[src/rtl/fetch_ctrl.sv]
// ============================================================================
// Module   : fetch_ctrl
// Purpose  : Instruction-fetch PC sequencer with stall, miss and redirect handling.
// Revision : 1.0
// ============================================================================
`default_nettype none

module fetch_ctrl #(
  parameter logic [31:0] RESET_PC = 32'h0000_0000
) (
  input  logic        clk_i,
  input  logic        rst_i,
  input  logic        start_i,
  input  logic        hd_stall_i,
  input  logic        dmem_stall_i,
  input  logic        branch_taken_i,
  input  logic [31:0] branch_target_i,
  input  logic        jump_i,
  input  logic [31:0] jump_target_i,
  input  logic        imem_ack_i,
  output logic [31:0] pc_o,
  output logic        imem_req_o,
  output logic        if_id_write_o,
  output logic        if_flush_o,
  output logic [1:0]  state_o,
  output logic [15:0] stall_cnt_o
);

  typedef enum logic [1:0] {
    S_IDLE  = 2'b00,
    S_FETCH = 2'b01,
    S_MISS  = 2'b10,
    S_BAD   = 2'b11
  } state_t;

  state_t      r_state, w_state_nxt;
  logic [31:0] r_pc, w_pc_nxt;
  logic        r_pend_valid, w_pend_valid_nxt;
  logic [31:0] r_pend_target, w_pend_target_nxt;
  logic [15:0] r_stall_cnt;
  logic        w_hold;
  logic        w_redirect;
  logic [31:0] w_target;

  assign w_redirect = branch_taken_i | jump_i;
  assign w_target   = {(branch_taken_i ? branch_target_i[31:2] : jump_target_i[31:2]), 2'b00};

  always_comb begin
    w_state_nxt       = r_state;
    w_pc_nxt          = r_pc;
    w_pend_valid_nxt  = r_pend_valid;
    w_pend_target_nxt = r_pend_target;
    w_hold            = 1'b0;
    imem_req_o        = 1'b0;
    if_id_write_o     = 1'b0;
    if_flush_o        = 1'b0;
    case (r_state)
      S_IDLE: begin
        if (start_i) w_state_nxt = S_FETCH;
      end
      S_FETCH, S_MISS: begin
        imem_req_o = 1'b1;
        if (!start_i) begin
          w_state_nxt      = S_IDLE;
          w_pc_nxt         = RESET_PC;
          w_pend_valid_nxt = 1'b0;
        end else if (dmem_stall_i) begin
          // Full freeze: state, PC and any redirect on this edge are ignored.
          w_hold = 1'b1;
        end else if (!imem_ack_i) begin
          w_hold        = 1'b1;
          w_state_nxt   = S_MISS;
          if_id_write_o = ~hd_stall_i;
          if_flush_o    = ~hd_stall_i;
          if (w_redirect) begin
            w_pend_valid_nxt  = 1'b1;
            w_pend_target_nxt = w_target;
          end
        end else begin
          w_state_nxt = S_FETCH;
          if (w_redirect || r_pend_valid) begin
            w_pc_nxt         = w_redirect ? w_target : r_pend_target;
            w_pend_valid_nxt = 1'b0;
            if_id_write_o    = 1'b1;
            if_flush_o       = 1'b1;
          end else if (hd_stall_i) begin
            w_hold = 1'b1;
          end else begin
            w_pc_nxt      = r_pc + 32'd4;
            if_id_write_o = 1'b1;
          end
        end
      end
      default: begin
        w_state_nxt      = S_IDLE;
        w_pc_nxt         = RESET_PC;
        w_pend_valid_nxt = 1'b0;
      end
    endcase
  end

  always_ff @(posedge clk_i or negedge rst_i) begin
    if (!rst_i) begin
      r_state       <= S_IDLE;
      r_pc          <= RESET_PC;
      r_pend_valid  <= 1'b0;
      r_pend_target <= 32'h0;
      r_stall_cnt   <= 16'h0;
    end else begin
      r_state       <= w_state_nxt;
      r_pc          <= w_pc_nxt;
      r_pend_valid  <= w_pend_valid_nxt;
      r_pend_target <= w_pend_target_nxt;
      if (w_hold && (r_stall_cnt != 16'hFFFF)) r_stall_cnt <= r_stall_cnt + 16'd1;
    end
  end

  assign pc_o        = r_pc;
  assign state_o     = r_state;
  assign stall_cnt_o = r_stall_cnt;

endmodule

`default_nettype wire

[config.mk]
export PLATFORM = sky130hd
export DESIGN_NAME = fetch_ctrl
export DESIGN_NICKNAME = d
export VERILOG_FILES = /design/src/rtl/fetch_ctrl.sv
export SDC_FILE = /design/constraint.sdc
export NUM_CORES = 1
export LEC_CHECK = 0
export BUFFER_PORTS_ARGS = -buffer_cell sky130_fd_sc_hd__buf_2
export CAP_MARGIN = 25
export CORE_MARGIN = 3
export CORE_UTILIZATION = 35
export CTS_CLUSTER_SIZE = 40
export DETAILED_ROUTE_END_ITERATION = 16
export HOLD_SLACK_MARGIN = 0.02
export RECOVER_POWER = 100
export SETUP_SLACK_MARGIN = 0.2
export SLEW_MARGIN = 25
export SYNTH_ARGS = -nofsm -noshare
export SYNTH_HDL_FRONTEND = slang
export SYNTH_SLANG_ARGS = --single-unit
[constraint.sdc]
create_clock -name clk_i -period 5.8 [get_ports clk_i]
set_input_delay 0.29 -clock clk_i [delete_from_list [all_inputs] [get_ports clk_i]]
set_output_delay 0.29 -clock clk_i [all_outputs]
set_load 0.05 [all_outputs]
== Word level (Yosys, flattened, before mapping) ==
Index checks and enable logic that the tools add are counted.
Cells by class
  reductions and logical operators: 8
  multipliers: 0
  $add $sub $neg: 2
  mux-type cells: 37
  bitwise gates (word level): 5
  div/mod/pow operators: 0
  shift-type cells: 0
  eq/ne operators: 9
  order comparisons: 0
Operator list (count)
  two-way mux 32 bit: 6
  case mux 32 bit (2 select lines): 1
  adder 32 x 3 -> 32 bit (second input constant): 1
  two-way mux 30 bit: 1
  two-way mux 1 bit: 23
  adder 16 x 1 -> 16 bit (second input constant): 1
  inequality test 16 bit (second input constant): 1
  inequality test 4 bit (second input constant): 3
  AND reduction 4 bit: 3
  two-way mux 2 bit: 4
  inequality test 3 bit (second input constant): 2
  inverter 1 bit: 4
  case mux 2 bit (2 select lines): 1
  == test 2 x 1 -> 1 bit (second input constant): 1
  == test 2 bit (second input constant): 1
  logical NOT 2 bit: 1
  inequality test 2 bit (second input constant): 1
  case mux 1 bit (2 select lines): 1
  AND reduction 2 bit: 1
  OR reduction 2 bit: 1
  logical AND 1 bit: 1
  logical OR 1 bit: 1
  OR 1 bit: 1
Word-level totals
  bits in latches: 0
  bits of input ports: 72
  word-level logic and storage cells: 66
  memories kept: 0
  register bits after elaboration: 83
  memory bits (writable): 0
  bits in read-only memories: 0

== Logic depth before layout (Yosys ltp) ==
Gate-level depths: netlist of the first run.
  word-level depth: 8
  depth in mapped cells: 9
  mapped depth without buffers: 7

== Least setup slack after synthesis of the first run ==
OpenSTA, ideal clock, no wires.
  path type: flip-flop to output port
  start point: register r_state[0] (netlist: state_o[0])
  end point: output if_id_write_o
  path slack: 2.624 ns
  required time: 5.510 ns
  arrival time: 2.886 ns
  cell stages (with the launch flop): 5
  path through: dfrtp_1 -> inv_1 -> ha_1 -> nand2_1 -> a211oi_1
Between the ends
  word-level cells in the longest chain between the ends: 3
  elaborated cells between the ends (all ways): 4
  those cells by class: eq/ne (2); mux (1); reduce/logical (1)
Ends and longest elaborated chain
  from (decl): RTL line 36  | state_t r_state, w_state_nxt;
  from (signal assigned): RTL line 110  | r_state <= w_state_nxt;
  == test 2 x 1 -> 1 bit or == test 2 bit (tied branches): RTL line 57  | case (r_state)
  OR reduction 2 bit (*): RTL line 57
  two-way mux 1 bit (*): RTL line 57
  to (decl): RTL line 23  | output logic if_id_write_o,
Mark *: on every way between the ends. The rest lies on a longest branch, timed or not.

== Worst setup path in the final report of the first run ==
  start point: input jump_i
  end point: register r_pend_target[15]
Between the ends
  word-level cells in the longest chain between the ends: 2
Ends and longest elaborated chain
  from (decl): RTL line 18  | input logic jump_i,
  OR 1 bit: RTL line 45  | assign w_redirect = branch_taken_i | jump_i;
  two-way mux 32 bit
  to (signal assigned): RTL line 113  | r_pend_target <= w_pend_target_nxt;
  to (decl): RTL line 39  | logic [31:0] r_pend_target, w_pend_target_nxt;
Every way passes these cells.
A chain may end at the register's enable or synchronous reset.

==> results.sh, run 1 <==
export IMPL_hold_viol_final=0
export IMPL_drtAntennaViolNets=0
export IMPL_violations="max-capacitance violations, max-slew violations"
export IMPL_hpwl_um=11200
export IMPL_hold_slack_ns=0.207
export IMPL_chipWidth_um=124
export IMPL_h_tree_depth=3
export IMPL_grt_usage=0.204
export IMPL_p_per_area_mw_per_mm2=439
export IMPL_clk_path_buf_depth=2
export IMPL_place_congestion=0.861
export IMPL_grt_pass1_wl_um=25900
export IMPL_numPortBuffers=120
export IMPL_slew_violations=127
export IMPL_synth_warnings=0
export IMPL_status="complete, but fails checks"
export IMPL_cts_tree="built"
export IMPL_mostFrequentLayoutCell="dfrtp_1"
export IMPL_dr_wl_met2_um=7010
export IMPL_io_pins=125
export IMPL_final_period_utilization=0.671
export IMPL_vias_per_cell=5.76
export IMPL_crit_path_start_kind="primary input"
export IMPL_finClkSkew_ns=0.00852
export IMPL_fin_crit_ns=3.89
export IMPL_drt_wl_total_um=16000
export IMPL_top_layer_used="met4"
export IMPL_grt_remaining_overflow=0
export IMPL_fmax_mhz=257
export IMPL_p_leak_nw=2.50
export IMPL_initial_core_util=0.364
export IMPL_hold_path_class="primary input to flop"
export IMPL_synth_avg_cell_area_um2=8.53
export IMPL_synth_ff_type="dfrtp_1"
export IMPL_dr_pass1_iters=5
export IMPL_synthesis_instances=576
export IMPL_clock_sinks=83
export IMPL_worst_path_max_fanout=62
export IMPL_num_rows=42
export IMPL_rsz0062_at_grt="false"
export IMPL_grt_max_degree=63
export IMPL_fin_util=0.435
export IMPL_ctsHoldBuffers=1
export IMPL_path_class="primary input to flop"
export IMPL_layout_common_cells="83 x dfrtp_1, 79 x nand2_1, 67 x buf_2"
export IMPL_worstMarginPinSlew_ns=2.51
export IMPL_clock_root_buffer="clkbuf_16"
export IMPL_synth_seq_area_share=0.423
export IMPL_grt_pass1_vias=4799
export IMPL_cp_arrival_ns=4.01
export IMPL_syn_nets=652
export IMPL_slew_headroom=-0.672
export IMPL_drive_above_1_share=0.152
export IMPL_cts_resized=0
export IMPL_antenna_cells=0
export IMPL_fin_setup_tns_ns=0
export IMPL_synth_cell_type_count=65
export IMPL_drtIter0Drc=316
export IMPL_syn_area_mm2=0.00491
export IMPL_via_count=4950
export IMPL_clk_latency_ns=0.35
export IMPL_antenna_found_initial=0
export IMPL_synth_edff_count=0
export IMPL_worst_setup_path_end_kind="flop"
export IMPL_ir_worst_vdd_uv=154
export IMPL_setup_violations=0
export IMPL_ys_seq_elements=83
export IMPL_max_cap_violations=3
export IMPL_clkSlewWorstSetupHoldPaths_ns=0.07
export IMPL_final_cells=859
export IMPL_avgRoutedWirePerCell_um=18.6
export IMPL_dieArea_mm2=0.0155
export IMPL_coreArea_mm2=0.0135
export IMPL_drt_met1_wl_um=7590
export IMPL_fin_nets=754
export IMPL_drc_errors=0
export IMPL_wl_met3_um=986
export IMPL_die_y_um=124
export IMPL_dp_cells=841
export IMPL_required_ns=5.91
export IMPL_cts_inserted_buffers=9
export IMPL_areaGrowthSynthToFinish_pct=19.6
export IMPL_async_flop_share=1.00
export IMPL_cts_setup_buffers=0
## stage by stage
stage | cell area [µm²] | worst slack (ns) | power, W
floorplan | 4910 | 2.62 | 0.00165
global route | 5880 | 1.48 | 0.00273
detailed placement | 5640 | 2.47 | 0.00193
finish | 5880 | 1.91 | 0.00258
CTS | 6000 | 2.46 | 0.00261
global placement | 5640 | 2.49 | 0.00190
## area by class of cell
cell class / instances / area [µm²]
fill: 1324 / 7630
sequential: 83 / 2080
timing repair buffer: 127 / 594
inverter: 10 / 37.5
clock inverter: 6 / 113
clock buffer: 10 / 239
multi-input combinational: 447 / 2600
tap: 176 / 220
## cells in the mapped netlist, types with 3 or more instances
| cell type | number | share of area |
|---|---|---|
| clkbuf_1 | 28 | 0.021 |
| ha_1 | 4 | 0.010 |
| a22o_1 | 7 | 0.012 |
| nand4_1 | 14 | 0.018 |
| nand3_1 | 16 | 0.016 |
| o2bb2ai_1 | 3 | 0.0053 |
| a22oi_1 | 13 | 0.020 |
| o21ai_0 | 52 | 0.053 |
| dfrtp_1 | 83 | 0.42 |
| buf_2 | 5 | 0.0051 |
| xnor2_1 | 6 | 0.011 |
| o221ai_1 | 8 | 0.014 |
| mux2i_1 | 8 | 0.016 |
| nand2b_1 | 3 | 0.0038 |
| nor3_2 | 5 | 0.010 |
| nor3_1 | 8 | 0.0082 |
| nor2_1 | 64 | 0.049 |
| nor4_1 | 4 | 0.0051 |
| a21oi_1 | 37 | 0.038 |
| and3_1 | 5 | 0.0064 |
| xor2_1 | 9 | 0.016 |
| a21o_1 | 3 | 0.0046 |
| nor2b_1 | 4 | 0.0051 |
| o22ai_1 | 6 | 0.0076 |
| a31oi_1 | 32 | 0.041 |
| o211ai_1 | 3 | 0.0046 |
| o31ai_1 | 5 | 0.0076 |
| and2_1 | 6 | 0.0076 |
| inv_1 | 9 | 0.0069 |
| nand2_1 | 79 | 0.060 |
| o221a_2 | 4 | 0.0092 |
| and4_1 | 4 | 0.0071 |
## flip-flops by register name, indices dropped and copies added (netlist names)
name	count
pc_o	32
stall_cnt_o	16
r_pend_target	32
r_pend_valid	1
state_o	2
## layer usage
layer  global-route usage  vias to the layer above
li1                     -                     2329
met2                0.298                      196
met4               0.0716                        0
met3               0.0399                       30
met5                    0                        -
met1                0.302                     2395
## logic make-up after synthesis
group | count (synthesis) | share of synthesized area
simple gates | 229 | 0.231
fa+ha+maj | 4 | 0.0102
mux | 9 | 0.0186
xor+xnor | 15 | 0.0267
buf+inv | 46 | 0.0380
compound gates | 190 | 0.252
flops | 83 | 0.423
## worst paths after layout
| kind | start | to | slack (ns) | depth (start not counted) |
|---|---|---|---|---|
| hold / removal | branch_target_i[8] | r_pend_target[8] | 0.21 | 3 |
| hold reg to reg | stall_cnt_o[9] | stall_cnt_o[9] | 0.49 | 1 |
| setup reg to reg | state_o[0] | r_pend_target[15] | 2.05 | 6 |
| setup / recovery | jump_i | r_pend_target[15] | 1.91 | 5 |
| min in group asynchronous | rst_i | stall_cnt_o[5] | 1.07 | 2 |
| max in group asynchronous | rst_i | pc_o[17] | 3.15 | 3 |
## critical path: stages
cell and delay [ns]:
buf_2 0.42, clkinv_1 0.62, a2111oi_0 0.56, clkbuf_1 1.82
a31oi_1 0.26
## where the power goes
part	leakage [nW]	total, W	switching, W	internal (W)
registers	1.06	0.000932	0.000175	0.000757
logic	1.27	0.000963	0.000688	0.000275
clock network	0.173	0.000685	0.000251	0.000434
(Power assumes the default switching activity.)
==> inputs of run 2 (changes only) <==
==> constraint.sdc (replaced) <==
create_clock -name clk_i -period 3.2 [get_ports clk_i]
set_input_delay 0.16 -clock clk_i [delete_from_list [all_inputs] [get_ports clk_i]]
set_output_delay 0.16 -clock clk_i [all_outputs]
set_load 0.05 [all_outputs]
==> results.sh, run 2 (same netlist as run 1, synthesis figures left out) <==
export IMPL_gr_usage_met3=0.0412
export IMPL_power_switching_w=0.00203
export IMPL_whs_path_depth=3
export IMPL_die_y_um=124
export IMPL_clk_latency_ns=0.34
export IMPL_p_per_area_mw_per_mm2=767
export IMPL_clock_root_buffer="clkbuf_16"
export IMPL_antenna_cells=0
export IMPL_initial_core_util=0.364
export IMPL_mostFrequentLayoutCell="dfrtp_1"
export IMPL_cts_inserted_buffers=9
export IMPL_slew_violations=64
export IMPL_coreArea_mm2=0.0135
export IMPL_grt_usage=0.198
export IMPL_p_leak_nw=2.52
export IMPL_place_congestion=0.849
export IMPL_cp_buffers_inverters=2
export IMPL_io_pins=125
export IMPL_worst_path_max_fanout=16
export IMPL_intPower_w=0.00250
export IMPL_areaGrowthSynthToFinish_pct=20.3
export IMPL_fin_nets=765
export IMPL_nFillCells=1368
export IMPL_drtAntennaViolNets=0
export IMPL_vias_per_cell=5.67
export IMPL_clkSlewWorstSetupHoldPaths_ns=0.07
export IMPL_worstMarginPinSlew_ns=1.70
export IMPL_use_met1=0.286
export IMPL_avgRoutedWirePerCell_um=18.1
export IMPL_cts_tree="built"
export IMPL_cp_slowest_cell="or2_1"
export IMPL_num_rows=42
export IMPL_p_clk_frac=0.236
export IMPL_drt_wl_total_um=15700
export IMPL_finClkSkew_ns=0.00756
export IMPL_hpwl_um=11400
export IMPL_grt_pass1_vias=4727
export IMPL_drc_errors=0
export IMPL_fin_ws_ns=0.554
export IMPL_dr_pass1_iters=5
export IMPL_hold_path_class="primary input to flop"
export IMPL_swShare=0.449
export IMPL_ir_worst_vdd_uv=271
export IMPL_grt_busiest_layer="met2"
export IMPL_fin_setup_tns_ns=0
export IMPL_crit_family="simple AND/OR/NAND/NOR gates"
export IMPL_slew_headroom=-0.134
export IMPL_required_ns=3.43
export IMPL_numPortBuffers=120
export IMPL_cp_arrival_ns=2.87
export IMPL_crit_path_max_incr_delay_ns=0.53
export IMPL_violations="max-capacitance violations, max-slew violations"
export IMPL_fin_crit_ns=2.65
export IMPL_worst_r2r_cell_count=8
export IMPL_place_ws_ns=0.719
export IMPL_drive_above_1_share=0.170
export IMPL_status="complete, but fails checks"
export IMPL_fin_util=0.437
export IMPL_crit_chain="inv_1 > ha_1 > nand2_1 > a31oi_1 > or2_1 > buf_4 > a21oi_1 > o22a_1"
export IMPL_grt_remaining_overflow=0
export IMPL_drtIter0Drc=465
export IMPL_seqCellArea_mm2=0.00208
export IMPL_p_comb_frac=0.392
export IMPL_met2_usage=0.298
export IMPL_clock_sinks=83
export IMPL_layout_common_cells="83 x dfrtp_1, 79 x nand2_1, 68 x buf_2"
export IMPL_path_class="flop to flop"
export IMPL_h_tree_depth=3
export IMPL_cts_setup_buffers=0
export IMPL_via_count=4937
export IMPL_max_cap_violations=1
export IMPL_path_depth=8
export IMPL_p_seq_frac=0.372
export IMPL_totalPowerFinal_w=0.00453
export IMPL_setup_violations=0
export IMPL_multiInputGateArea_mm2=0.00261
export IMPL_dieArea_mm2=0.0155
export IMPL_fmax_mhz=378
export IMPL_rsz0062_at_grt="false"
export IMPL_clk_path_buf_depth=2
export IMPL_antenna_found_initial=0
export IMPL_crit_path_start_kind="flop"
export IMPL_hold_viol_final=0
export IMPL_grt_max_degree=64
export IMPL_final_period_utilization=0.827
export IMPL_worst_setup_path_end_kind="flop"
export IMPL_chipWidth_um=124
export IMPL_grt_pass1_wl_um=25300
[run 2: worst paths after layout]
path                                     from          endpoint  slack, ns
max reg2reg                        state_o[1]          pc_o[24]       0.55
min reg2reg                   stall_cnt_o[15]   stall_cnt_o[15]       0.50
max in group asynchronous               rst_i          pc_o[22]       1.04
min                        branch_target_i[7]  r_pend_target[7]        0.1
max                                state_o[1]          pc_o[24]       0.55
min in group asynchronous               rst_i          pc_o[17]       0.79
[run 2: what timing repair did]
action                     in CTS  in global routing
gates resized for setup         0                  0
hold endpoints to repair       62                  0
hold buffers                    1                  0
setup endpoints to repair       0                  0
[run 2: power groups by stage]
stage	Sequential, W	Clock [W]	Combinational, W
after floorplan	0.00203	0	0.000962
after global placement	0.00168	0	0.00181
after detailed placement	0.00170	0	0.00185
after CTS	0.00168	0.00109	0.00186
after global routing	0.00173	0.00113	0.00195
final	0.00169	0.00107	0.00178
[run 2: through the flow]
stage,cell area [µm²],cells,hold slack [ns]
after floorplan,4920,576,-0.136
after global placement,5730,853,0.320
after detailed placement,5730,853,0.326
after CTS,6040,870,0.0853
after global routing,5910,870,0.101
final,5910,870,0.0981
[run 2: final cells by class]
cell class | instances | share of cell area
tap | 176 | 0.0373
clock buffer | 9 | 0.0381
timing repair buffer | 138 | 0.111
inverter | 10 | 0.00635
sequential | 83 | 0.352
clock inverter | 7 | 0.0131
multi-input combinational | 447 | 0.442
[run 2: per-layer routing]
layer	wire, µm	up-vias
met5	0	-
met4	235	0
met3	941	16
met2	7070	171
met1	7480	2402
li1	-	2348
[run 2: worst min-delay path, delay by kind of cell]
kind                   cells  cell delay, ns
AO/OA/AOI/OAI              1            0.07
buffers and inverters      1            0.10
AND/OR/NAND/NOR            1            0.07
